--- src/rtl/display_pwm_blanker.sv ---
// Brightness and blink controller for the seven-segment path: internal PWM with
// per-period duty latching, per-digit blink masking and registered Blank/DP flags.
module display_pwm_blanker #(
   parameter int NUM_DIGITS    = 6,
   parameter int PWM_WIDTH     = 8,
   parameter int BLINK_PERIODS = 48828
) (
   input  logic                  clk,
   input  logic                  reset_n,
   input  logic                  enable,
   input  logic [PWM_WIDTH-1:0]  duty,
   input  logic [NUM_DIGITS-1:0] blank_in,
   input  logic [NUM_DIGITS-1:0] dp_in,
   input  logic [NUM_DIGITS-1:0] blink_mask,
   output logic [NUM_DIGITS-1:0] Blank,
   output logic [NUM_DIGITS-1:0] DP,
   output logic                  pwm_out,
   output logic                  period_tick
);

   localparam int BLINK_W = (BLINK_PERIODS > 1) ? $clog2(BLINK_PERIODS) : 1;
   localparam logic [PWM_WIDTH-1:0] CNT_MAX    = '1;
   localparam logic [BLINK_W-1:0]   BLINK_LAST = BLINK_W'(BLINK_PERIODS - 1);

   logic [PWM_WIDTH-1:0]  pwm_cnt_reg, pwm_cnt_next;
   logic [PWM_WIDTH-1:0]  duty_q_reg, duty_q_next;
   logic [BLINK_W-1:0]    blink_cnt_reg, blink_cnt_next;
   logic                  blink_phase_reg, blink_phase_next;
   logic                  enable_d_reg;
   logic                  en_rise, wrap, pwm_on;
   logic [PWM_WIDTH-1:0]  duty_eff;
   logic [NUM_DIGITS-1:0] blank_next, dp_next;

   // On the enable-rise cycle the freshly loaded duty already governs pwm_cnt=0,
   // so the first on-phase after a restart uses the new duty.
   always_comb begin
      en_rise          = enable & ~enable_d_reg;
      wrap             = enable & (pwm_cnt_reg == CNT_MAX);
      duty_eff         = en_rise ? duty : duty_q_reg;
      pwm_on           = (pwm_cnt_reg < duty_eff);
      pwm_cnt_next     = pwm_cnt_reg;
      duty_q_next      = duty_q_reg;
      blink_cnt_next   = blink_cnt_reg;
      blink_phase_next = blink_phase_reg;
      if (!enable) begin
         pwm_cnt_next     = '0;
         blink_cnt_next   = '0;
         blink_phase_next = 1'b0;
      end else begin
         pwm_cnt_next = pwm_cnt_reg + 1'b1;
         if (en_rise || wrap) begin
            duty_q_next = duty;
         end
         if (wrap) begin
            if (blink_cnt_reg == BLINK_LAST) begin
               blink_cnt_next   = '0;
               blink_phase_next = ~blink_phase_reg;
            end else begin
               blink_cnt_next = blink_cnt_reg + 1'b1;
            end
         end
      end
   end

   genvar gi;
   generate
      for (gi = 0; gi < NUM_DIGITS; gi++) begin : g_digit
         assign blank_next[gi] = ~enable | ~pwm_on | blank_in[gi] |
                                 (blink_mask[gi] & blink_phase_reg);
         assign dp_next[gi]    = dp_in[gi] & ~blank_next[gi];
      end
   endgenerate

   always_ff @(posedge clk or negedge reset_n) begin
      if (!reset_n) begin
         pwm_cnt_reg     <= '0;
         duty_q_reg      <= '0;
         blink_cnt_reg   <= '0;
         blink_phase_reg <= 1'b0;
         enable_d_reg    <= 1'b0;
         Blank           <= '1;
         DP              <= '0;
         pwm_out         <= 1'b0;
         period_tick     <= 1'b0;
      end else begin
         pwm_cnt_reg     <= pwm_cnt_next;
         duty_q_reg      <= duty_q_next;
         blink_cnt_reg   <= blink_cnt_next;
         blink_phase_reg <= blink_phase_next;
         enable_d_reg    <= enable;
         Blank           <= blank_next;
         DP              <= dp_next;
         pwm_out         <= enable & pwm_on;
         period_tick     <= wrap;
      end
   end

endmodule

--- config.mk ---
export PLATFORM = sky130hd
export DESIGN_NAME = display_pwm_blanker
export DESIGN_NICKNAME = d
export VERILOG_FILES = /design/src/rtl/display_pwm_blanker.sv
export SDC_FILE = /design/constraint.sdc
export NUM_CORES = 1
export LEC_CHECK = 0
export BUFFER_PORTS_ARGS = -buffer_cell sky130_fd_sc_hd__buf_4
export CAP_MARGIN = 10
export CORE_MARGIN = 2
export CORE_UTILIZATION = 35
export DETAILED_ROUTE_END_ITERATION = 8
export PLACE_DENSITY = 0.5
export SLEW_MARGIN = 5
export SYNTH_ARGS = -nofsm -noshare
export SYNTH_HDL_FRONTEND = slang
export SYNTH_SLANG_ARGS = --single-unit
--- constraint.sdc ---
create_clock -name clk -period 6.2 [get_ports clk]
set_input_delay 0.62 -clock clk [delete_from_list [all_inputs] [get_ports clk]]
set_output_delay 0.62 -clock clk [all_outputs]
set_load 0.05 [all_outputs]
==> impl_metrics.py <==
metrics = {
    "status": {
        "run_status": "finished, final reports clean",
    },
    "timing": {
        "setup_viol": 0,
        "rsz0062_at_grt": "no",
        "max-slew-margin-rel_pct": 44.7,
        "drv_slew": 0,
        "max_slew.worst_pin.slew_ns": 0.828,
        "skew_ns": 0.00774,
        "finalSetupTns_ns": 0,
        "hold_viol": 0,
        "fin_crit_ns": 3.08,
        "period_share_pct": 49.7,
        "fmax_mhz": 324,
    },
    "placed_design": {
        "place_congestion": 0.702,
        "port_buffers": 42,
        "dp_cells": 349,
        "dp_hpwl_um": 3520,
        "dpl-instance-area_mm2": 0.00284,
    },
    "layout": {
        "fillCellCount": 660,
        "areaGrowthSynthToFinish_pct": 22.6,
        "num_antenna_cells": 0,
        "multi_input_area_mm2": 0.00118,
        "final_net_count": 298,
        "drive_above_1_share_pct": 31.0,
        "largest_reg_flops": 16,
        "register_area_mm2": 0.00121,
        "instances_no_fill": 357,
        "fin_util_pct": 44.2,
        "fin_area_mm2": 0.00300,
    },
    "yosys": {
        "ys_top_cells_by_area": "dfrtp_1 43%, dfstp_2 6.4%, xor2_1 5.0%",
        "synth_cells": 217,
        "yosys.area.top_type_share_pct": 42.9,
        "yosys.area.top_type": "dfrtp_1",
        "synth-edff-count": 0,
        "synth_cell_types": 46,
        "yosysSeqAreaShare_pct": 49.4,
        "yosysWarnings": 0,
        "synth_area_per_cell_um2": 11.3,
        "ys.flop_type": "dfrtp_1",
        "syn_nets": 255,
        "syn-cell-area_mm2": 0.00245,
        "postSynth.asyncResetShare_pct": 100,
        "ys_seq_elements": 48,
    },
    "critical_path": {
        "crit_arrival_ns": 3.33,
        "required_ns": 6.45,
        "r2r_end": "DP[2]$_DFF_PN0_",
        "rr_worst_depth": 8,
        "critPathKind": "primary input to flop",
        "crit_slowest_cell": "nor2b_1",
        "crit_path_max_incr_delay_ns": 0.68,
        "path_max_fanout": 8,
        "critPathLaunchType": "primary input",
        "worst_setup_path_end_kind": "flop",
        "crit_chain": "buf_4 > nor2b_1 > mux2i_1 > ha_1 > a21oi_1 > nor2_1 > or3_1 > a2111oi_2 > and3_1",
        "crit-reg2reg-launch": "enable_d_reg$_DFF_PN0_",
        "worst-r2r-setup-slack_ns": 3.22,
    },
    "global_route": {
        "antenna_found_initial": 0,
        "grt_pass1_vias": 1719,
        "grt_overflow": 0,
        "grt_pass1_wl_um": 8410,
        "grt_max_degree": 49,
        "grt_usage_pct": 14.0,
    },
    "clocking": {
        "clk_pin_slew_ns": 0.09,
        "cts-root-buf": "clkbuf_8",
        "insertion_delay_ns": 0.31,
        "cts_tree": "built",
        "h-tree-depth": 2,
        "post_cts_resized": 0,
        "hold_buffers": 0,
        "clkSinkCount": 48,
        "cts_buffers": 5,
        "post_cts_buffers": 0,
        "clockBufferDepth": 2,
    },
    "die": {
        "die-area_mm2": 0.00768,
        "start_util_pct": 36.0,
        "num_rows": 30,
        "coreArea_mm2": 0.00679,
        "fp.dieW_um": 87.6,
        "die_h_um": 87.6,
        "floorplan.io_pins": 43,
    },
    "power": {
        "finalPower_uw": 734,
        "ir_drop_mv": 0.0918,
        "p_leak_nw": 1.34,
        "power.density_mw_per_mm2": 245,
    },
    "min_path": {
        "hold_path.class": "primary input to async pin",
    },
    "drt": {
        "first_pass_iters": 4,
        "wl_per_cell_um": 14.0,
        "drt_iter0_drc": 77,
        "dr_total_vias": 1724,
        "wirelength_um": 5010,
        "drc": 0,
        "via_per_inst": 4.83,
        "final_antenna_net_count": 0,
    },
    "job": {
        "max-cap-violations": 0,
    },
}
-- routing by layer --
layer / share of wire [%] / vias up / wire length [µm] / global-route usage [%]
met3: 3.7 / 4 / 187 / 3.20
met4: 0.64 / 0 / 32 / 3.78
met2: 46 / 32 / 2290 / 21.1
met1: 50 / 824 / 2500 / 20.2
li1: - / 864 / - / -
met5: 0 / - / 0 / 0
-- cell type report --
class	count	share of cell area (%)
Sequential cell	48	40.3
Multi-Input combinational cell	159	39.4
Timing Repair Buffer	42	10.5
Tap cell	96	4.00
Clock inverter	3	3.00
Clock buffer	5	2.29
Inverter	4	0.500
-- cells in the mapped netlist, drive strengths merged, types with 2 or more instances --
cell type and instances:
nand4 10, a21oi 9, dfrtp 42, mux2 8, mux2i 8, inv 4
nand3b 2, o21ai 6, buf 4, or4 2, nand3 8, ha 9
nor4 2, a2111oi 6, dfstp 6, or3 4, and3 8, xor2 14
clkbuf 2, and2 2, nor2 24, nand2 22
-- per-stage QoR --
step	worst slack (ns)	hold slack [ns]
floorplan	3.62	0.324
global placement	2.80	0.489
detailed placement	2.76	0.492
CTS	3.08	0.345
global route	2.91	0.358
finish	3.12	0.321
-- cell usage in the layout, fill, tap and decap left out, types with 2 or more instances in the layout --
cell type,n
a21oi_1,9
mux2i_1,8
ha_1,9
or4_1,2
mux2_2,8
dfrtp_1,42
nand4_1,9
or3_1,4
o21ai_0,4
bufinv_16,3
a2111oi_4,3
a2111oi_2,3
dfstp_2,6
nand3_1,7
inv_1,3
nor2_1,24
clkbuf_8,5
buf_4,42
nand3b_1,2
xor2_1,14
and3_1,8
and2_1,2
nand2_1,21
-- cell families after synthesis --
kind of cell	count (synthesis)	synth area share, %
muxes	16	6.95
and+or+nand+nor	94	21.2
xor gates and xnor gates	15	5.37
buffers and inverters	10	2.30
DFF	48	49.4
adders and majority gates	9	4.60
AOI/OAI and AO/OA	25	10.3
-- worst max-delay path, delay by kind of cell --
family	cells	cell delay [ns]
AND/OR/NAND/NOR	4	1.48
multiplexers	1	0.29
AO/OA/AOI/OAI	2	0.54
buffers and inverters	1	0.14
adder cells (fa/ha/maj)	1	0.26
-- where the power goes --
group	switching [mW]	internal, mW	total (mW)
logic	0.0489	0.0375	0.0864
clock network	0.110	0.202	0.312
registers	0.00755	0.328	0.336
-- how the worst max path moves through the flow --
stage	from	endpoint	slack, ns	depth (start not counted)
after floorplan	enable	DP[0]$_DFF_PN0_	3.62	9
final	enable	DP[2]$_DFF_PN0_	3.12	9
after global placement	enable	DP[1]$_DFF_PN0_	2.80	9
after detailed placement	enable	DP[1]$_DFF_PN0_	2.76	9
after CTS	enable	DP[1]$_DFF_PN0_	3.08	9
after global routing	enable	DP[2]$_DFF_PN0_	2.91	9
Power figures use the tool's default switching activity.
